--- src/rtl/mem_arb_pkg.sv ---
// Purpose: shared types for the two-port main_mem arbiter.
// Latency: none (types and constants only).
// Backpressure: n/a.
package mem_arb_pkg;

  localparam int NUM_PORTS = 2;

  typedef logic port_idx_t;

  typedef enum logic {
    IDLE = 1'b0,
    OWN  = 1'b1
  } arb_state_t;

endpackage

--- src/rtl/rr_pick2.sv ---
// Purpose: two-requester round-robin picker; a tie goes to the port that was not granted last.
// Latency: purely combinational.
// Backpressure: none; the caller decides when to act on the pick.
//
// Ports:
//   req    - pending requests, one bit per port
//   last   - most recently granted port
//   valid  - at least one port is pending
//   winner - chosen port, meaningful only when valid = 1
module rr_pick2
  import mem_arb_pkg::*;
(
  input  logic [NUM_PORTS-1:0] req,
  input  port_idx_t            last,
  output logic                 valid,
  output port_idx_t            winner
);

  always_comb begin
    valid  = |req;
    // With a single requester, req[1] is the index of that requester.
    winner = req[1];
    if (&req) begin
      winner = ~last;
    end
  end

endmodule

--- src/rtl/mem_port_arbiter.sv ---
// Purpose: shares one main_mem between I-cache (port 0) and D-cache (port 1), whole transactions round-robin.
// Latency: request seen in IDLE drives main_mem next cycle; port gnt is the same-cycle copy of mem_gnt.
// Backpressure: requests are level-held until gnt; a non-owner waits, and one idle bubble follows every grant.
//
// Ports (k = 0, 1):
//   clk, rst              - clock; asynchronous active-high reset
//   pk_rd_req, pk_wr_req  - line read / write requests, held until pk_gnt
//   pk_addr, pk_wr_line   - line address and write data
//   pk_gnt                - one-cycle completion pulse to the owner
//   pk_rd_line            - last line read by port k, held until its next read completes
//   pk_xfer_cnt           - completed transactions of port k, wrapping
//   mem_*                 - request, address, write data to main_mem; all zero in IDLE
//   mem_gnt, mem_rd_line  - completion and read data from main_mem
//   busy, owner           - a transaction is owned, and by which port
module mem_port_arbiter
  import mem_arb_pkg::*;
#(
  parameter  int LINE_ADDR_LEN = 3,
  parameter  int ADDR_LEN      = 9,
  parameter  int CNT_W         = 16,
  localparam int LINE_SIZE     = 1 << LINE_ADDR_LEN
) (
  input  logic                          clk,
  input  logic                          rst,

  input  logic                          p0_rd_req,
  input  logic                          p0_wr_req,
  input  logic [ADDR_LEN-1:0]           p0_addr,
  input  logic [LINE_SIZE-1:0][31:0]    p0_wr_line,
  output logic                          p0_gnt,
  output logic [LINE_SIZE-1:0][31:0]    p0_rd_line,
  output logic [CNT_W-1:0]              p0_xfer_cnt,

  input  logic                          p1_rd_req,
  input  logic                          p1_wr_req,
  input  logic [ADDR_LEN-1:0]           p1_addr,
  input  logic [LINE_SIZE-1:0][31:0]    p1_wr_line,
  output logic                          p1_gnt,
  output logic [LINE_SIZE-1:0][31:0]    p1_rd_line,
  output logic [CNT_W-1:0]              p1_xfer_cnt,

  output logic                          mem_rd_req,
  output logic                          mem_wr_req,
  output logic [ADDR_LEN-1:0]           mem_addr,
  output logic [LINE_SIZE-1:0][31:0]    mem_wr_line,
  input  logic                          mem_gnt,
  input  logic [LINE_SIZE-1:0][31:0]    mem_rd_line,

  output logic                          busy,
  output logic                          owner
);

  arb_state_t state_q, state_d;
  port_idx_t  owner_q;
  port_idx_t  last_q;

  logic [LINE_SIZE-1:0][31:0] rd_line_q [NUM_PORTS];
  logic [CNT_W-1:0]           cnt_q     [NUM_PORTS];

  logic [NUM_PORTS-1:0] rd_req;
  logic [NUM_PORTS-1:0] wr_req;
  logic [NUM_PORTS-1:0] pend;
  logic [NUM_PORTS-1:0] gnt;

  logic      pick_vld;
  port_idx_t pick_winner;

  logic in_own;
  logic own_rd;
  logic own_wr;
  logic own_active;
  logic xfer_done;

  assign rd_req = {p1_rd_req, p0_rd_req};
  assign wr_req = {p1_wr_req, p0_wr_req};
  assign pend   = rd_req | wr_req;

  rr_pick2 u_pick (
    .req    (pend),
    .last   (last_q),
    .valid  (pick_vld),
    .winner (pick_winner)
  );

  assign in_own     = (state_q == OWN);
  assign own_rd     = rd_req[owner_q];
  assign own_wr     = wr_req[owner_q];
  assign own_active = own_rd | own_wr;
  // An owner that has already dropped its request has nothing to complete,
  // so a coincident mem_gnt is not forwarded or counted.
  assign xfer_done  = in_own & own_active & mem_gnt;

  // main_mem sees the owner's request only while OWN; write wins over read.
  assign mem_wr_req  = in_own & own_wr;
  assign mem_rd_req  = in_own & own_rd & ~own_wr;
  assign mem_addr    = in_own ? (owner_q ? p1_addr : p0_addr) : '0;
  assign mem_wr_line = in_own ? (owner_q ? p1_wr_line : p0_wr_line) : '0;

  always_comb begin
    gnt = '0;
    for (int k = 0; k < NUM_PORTS; k++) begin
      gnt[k] = xfer_done && (owner_q == port_idx_t'(k));
    end
  end

  always_comb begin
    state_d = state_q;
    case (state_q)
      IDLE: if (pick_vld) state_d = OWN;
      OWN:  if (!own_active || mem_gnt) state_d = IDLE;
      default: state_d = IDLE;
    endcase
  end

  always_ff @(posedge clk or posedge rst) begin
    if (rst) begin
      state_q <= IDLE;
      owner_q <= 1'b0;
      // Port 0 wins the first tie after reset.
      last_q  <= 1'b1;
    end else begin
      state_q <= state_d;
      if (state_q == IDLE && pick_vld) begin
        owner_q <= pick_winner;
      end
      if (xfer_done) begin
        last_q <= owner_q;
      end
    end
  end

  always_ff @(posedge clk or posedge rst) begin
    if (rst) begin
      for (int k = 0; k < NUM_PORTS; k++) begin
        rd_line_q[k] <= '0;
        cnt_q[k]     <= '0;
      end
    end else begin
      for (int k = 0; k < NUM_PORTS; k++) begin
        if (gnt[k]) begin
          cnt_q[k] <= cnt_q[k] + CNT_W'(1);
          // Only reads refresh the buffer, so a write-back leaves the last refill intact.
          if (mem_rd_req) begin
            rd_line_q[k] <= mem_rd_line;
          end
        end
      end
    end
  end

  assign p0_gnt      = gnt[0];
  assign p1_gnt      = gnt[1];
  assign p0_rd_line  = rd_line_q[0];
  assign p1_rd_line  = rd_line_q[1];
  assign p0_xfer_cnt = cnt_q[0];
  assign p1_xfer_cnt = cnt_q[1];
  assign busy        = in_own;
  assign owner       = owner_q;

endmodule
--- config.mk ---
export PLATFORM = sky130hd
export DESIGN_NAME = mem_port_arbiter
export DESIGN_NICKNAME = d
export VERILOG_FILES = /design/src/rtl/mem_arb_pkg.sv /design/src/rtl/rr_pick2.sv /design/src/rtl/mem_port_arbiter.sv
export SDC_FILE = /design/constraint.sdc
export NUM_CORES = 1
export LEC_CHECK = 0
export BUFFER_PORTS_ARGS = -buffer_cell sky130_fd_sc_hd__buf_4
export CELL_PAD_IN_SITES_DETAIL_PLACEMENT = 1
export CELL_PAD_IN_SITES_GLOBAL_PLACEMENT = 1
export CORE_AREA = 4 4 624 626
export CTS_CLUSTER_DIAMETER = 60
export DETAILED_ROUTE_END_ITERATION = 12
export DIE_AREA = 0 0 628 630
export PLACE_DENSITY_LB_ADDON = 0.1
export SYNTH_ARGS = -nofsm -noshare
export SYNTH_HDL_FRONTEND = slang
export SYNTH_SLANG_ARGS = --single-unit
--- constraint.sdc ---
create_clock -name clk -period 16.85 [get_ports clk]
set_input_delay 2.5275 -clock clk [delete_from_list [all_inputs] [get_ports clk]]
set_output_delay 2.5275 -clock clk [all_outputs]
set_load 0.01 [all_outputs]
# Word level (Yosys, flattened, before mapping)
# Cells that the tools add are included.
[word_totals]
input_bits = 793
reg_bits = 547
word_cells = 56
out_inout_bits = 815
[op_classes]
n_mux = 12
add_sub_neg = 2
n_lt_le_gt_ge = 1
bitwise = 11
reduce_logical = 9
[ops]
columns = ["op", "count"]
rows = [
  ["$mux 256", 2],
  ["$add 16x1->16 const B", 2],
  ["$mux 9", 2],
  ["$mux 1", 7],
  ["$reduce_and 2->1", 3],
  ["$and 1x1->1", 5],
  ["$not 1->1", 4],
  ["$logic_and 1x1->1", 3],
  ["$lt 1x2->1 const B", 1],
  ["$or 2x2->2", 1],
  ["$pmux 1 s2", 1],
  ["$reduce_or 2->1", 1],
  ["$logic_not 1->1", 1],
  ["$logic_or 1x1->1", 1],
  ["$or 1x1->1", 1],
]

# Logic depth before layout (Yosys ltp)
[depth]
word_depth = 7
ltp_mapped = 6
depth_no_buf = 5

# By module
# A second synthesis with hierarchy kept.
[hier_totals]
cells_unflattened = 1824
hier_area_um2 = 25102.8
[by_module_without_submodules]
columns = ["module", "area_each_um2", "cells_each", "seq_area_each_um2", "instances"]
rows = [
  ["mem_port_arbiter", 25089.1, 1822, 13689.4, 1],
  ["rr_pick2", 13.8, 2, 0.0, 1],
]

# Least setup slack after synthesis
# No wires, ideal clock.
[synth_path]
kind = "in2out"
from = "in p0_wr_req"
to = "out mem_rd_req"
path_stages = 2
t_arrival_ps = 3251
setup_slack_ps = 11072
n_path_buf = 0
t_required_ps = 14322
path_cell_list = "or3b_4 -> a21boi_0"
[synth_via]
elab_chain_cells = 4
[synth_lines]
columns = ["element", "line_no", "text"]
rows = [
  ["start: declaration", "mem_port_arbiter.sv:27", "input logic p0_wr_req,"],
  ["$mux 1 (not written as such) (2 in a row)", "mem_port_arbiter.sv:87", "assign own_wr = wr_req[owner_q];"],
  ["$not 1->1", "mem_port_arbiter.sv:95", "assign mem_rd_req = in_own & own_rd & ~own_wr;"],
  ["$and 1x1->1", "mem_port_arbiter.sv:95", ""],
  ["end: declaration", "mem_port_arbiter.sv:42", "output logic mem_rd_req,"],
]
# Every way passes these cells. The select of a mux whose other input is x is not followed.

==> results_dict.tcl <==
set metrics [dict create \
    wirelength_um 216000 \
    nets 4223 \
    post_cts_resize_count 0 \
    worstHoldPathCells 1 \
    cts_tree "yes" \
    crit_family "multiplexers" \
    synth_seq_cells 547 \
    finalHoldWorstSlack_ps 463 \
    r2r_cells 6 \
    crit_chain "buf_4 > mux2i_1 > nor2b_1 > buf_4" \
    worstHoldPathType "flop to flop" \
    power_w 0.00818 \
    hold_start "p1_xfer_cnt[15]" \
    yosysSeqAreaShare 0.541 \
    cp_slowest_cell "mux2i_1" \
    synth_top_area_share 0.540 \
    overflow 0 \
    peakVddDrop_uv 99.2 \
    drc 0 \
    numPortBuffers 1607 \
    p_sw_frac 0.393 \
    drt_iter0_markers 596 \
    antenna_found_initial 76 \
    final_cell_mix "buf_4 (1633), dfrtp_1 (544), mux2_2 (274)" \
    critPathMaxFanout 1 \
    antenna_left 0 \
    fill_cells 44370 \
    detail_route.vias_per_cell 2.54 \
    postCtsSetupBuffers 0 \
    fin_worst_skew_ps 27.7 \
    grt_pass1_vias 24394 \
    p_comb_frac 0.478 \
    chipHeight_um 630 \
    synth_area_leader_cell "dfrtp_1" \
    num_rows 228 \
    h-tree-depth 3 \
    wl_per_cell_um 25.1 \
    pwr-share-clk 0.237 \
    hold_buffers 0 \
    clock_sinks 547 \
    p_leak_nw 21.1 \
    crit_path_frequent_cell "buf_4" \
    setup_ws_ps 10580 \
    grt_max_degree 145 \
    timing.fmax_ghz 0.160 \
    crit_buf_inv 2 \
    setup_viol 0 \
    hold_violations 0 \
    rsz0062_at_grt "false" \
    synthTopCellsByArea "dfrtp_1 (54%), mux2_2 (12%), mux2_1 (11%), mux2i_1 (11%), nor2b_1 (6.6%)" \
    r2r-end "p0_rd_line[64]" \
    seq_area_mm2 0.0137 \
    clk_path_buf_depth 3 \
    clk_latency_ps 690 \
    crit_type "input pin to output port" \
    worst_slew_pin_slew_ps 1120 \
    syn-instance-count 1816 \
    start_util 0.0659 \
    crit_path_start_kind "input pin" \
    p_int_w 0.00496 \
    slew_headroom 0.253 \
    synth_fp_nets 2611 \
    min_period_ps 6270 \
    cp-startpoint "p1_wr_line[28]" \
    crit_required_ps 14320 \
    clk_pin_slew_worst_paths_ps 50 \
    status "completed" \
    endpoint_kind "output port" \
    fp.dieArea_mm2 0.396 \
    grt_first_pass_wirelength_um 272000 \
    area_growth_pct 82.9 \
    maxCapViolCount 0 \
    final_max_slew_viol_count 0 \
    clockRootBuffer "clkbuf_16" \
    core_mm2 0.384 \
    drive_above_1_share 0.590 \
    min_period_over_period 0.372 \
    die_x_um 628 \
    power.share.sequential 0.285 \
    yosys_warnings 0 \
    cp.arrival_ps 3740 \
    rrSetupSlack_ps 12140 \
    pre_cts_ws_ps 9960 \
    syn-cell-area_mm2 0.0253 \
    synth_area_per_cell_um2 13.9 \
    powerDensity_mw_per_mm2 177 \
    multi_input_comb_area_mm2 0.0108 \
    drt-pass1-iter-count 4 \
    whs_endpoint "p1_xfer_cnt[15]" \
    slowest_delay_ps 750 \
    gp_congestion 0.758 \
    layout_commonest_cell "buf_4" \
    tns_ps 0 \
    cts_buffers 91 \
    grt_usage 0.104 \
    p_sw_w 0.00322 \
    synth_cell_types 35 \
    dr_total_vias 21783 \
    reg2reg_from "owner" \
    io_pins 1608 \
    hpwl_um 183000 \
]
==> per-stage QoR <==
step	utilization	cell area [µm²]	cells
3_5_place_dp	0.112	43200	8395
2_1_floorplan	-	25300	1816
4_1_cts	0.120	46200	8559
3_3_place_gp	0.112	43200	8395
6_report	0.121	46300	8588
5_1_grt	0.120	46200	8561
==> metal layers <==
layer / share of wire / GRT usage / wire length (µm)
met5: 0.0010 / 0 / 225
met4: 0.028 / 0.0214 / 6140
met3: 0.089 / 0.0438 / 19200
met2: 0.60 / 0.225 / 129000
met1: 0.28 / 0.0842 / 61400
==> cell families (layout without fill, tap and decap cells) <==
logic type,count (synthesis),count (layout),synth area share
buf+inv,121,1804,0.0328
xor+xnor,30,30,0.0104
fa+ha+maj,2,2,0.000988
other cells,0,29,0
mux,780,780,0.334
flops,547,547,0.541
simple gates,329,329,0.0794
compound gates,7,7,0.00212
==> cells in the mapped netlist (all sizes together) <==
cell and count:
mux2 514, and4 4, a21oi 2, nand4b 1, nor2b 267, clkbuf 30
nor4b 1, buf 88, a211oi 1, nand2 14, mux2i 266, or2 1
o211ai 1, nand4 7, xor2 16, nand3b 1, dfrtp 546, dfstp 1
xnor2 14, nand3 3, and3 7, o32a 1, inv 3, nor2 15
o2111a 1, a21boi 1, ha 2, or3b 1, nor3 7
==> area by class of cell <==
cell class	count	area share
antenna	29	0.00157
multi-input combinational	1148	0.233
inverter	3	0.000324
clock inverter	39	0.0103
sequential	547	0.296
timing repair buffer	1637	0.266
tap	5060	0.137
clock buffer	125	0.0554
==> worst reg2reg max path, stage by stage (launching register included) <==
cell     delay, ps
dfrtp_4        700
or3b_4         560
nor2_8         460
buf_4          750
buf_4          780
buf_4          910
mux2_1         440
==> sequential cells by signal (all words and copies together), names as in the netlist <==
| name | count |
|---|---|
| p0_rd_line | 256 |
| busy | 1 |
| last_q | 1 |
| p0_xfer_cnt | 16 |
| p1_xfer_cnt | 16 |
| p1_rd_line | 256 |
| owner | 1 |
==> power by group through the flow <==
stage | combinational (W) | clock [W] | sequential (W)
global route | 0.00420 | 0.00210 | 0.00243
global placement | 0.00415 | 0 | 0.00236
floorplan | 0.00121 | 0 | 0.00256
finish | 0.00391 | 0.00194 | 0.00233
detailed placement | 0.00414 | 0 | 0.00237
CTS | 0.00414 | 0.00206 | 0.00236
==> worst max-delay path by stage <==
stage	cells after the start	end	slack, ps
after floorplan	1	busy	6880
after global placement	7	p0_rd_line[156]	9990
after detailed placement	7	p0_rd_line[116]	9960
after CTS	4	mem_wr_line[41]	10220
after global routing	4	mem_wr_line[153]	10330
final	4	mem_wr_line[28]	10580
(Power assumes the default switching activity.)
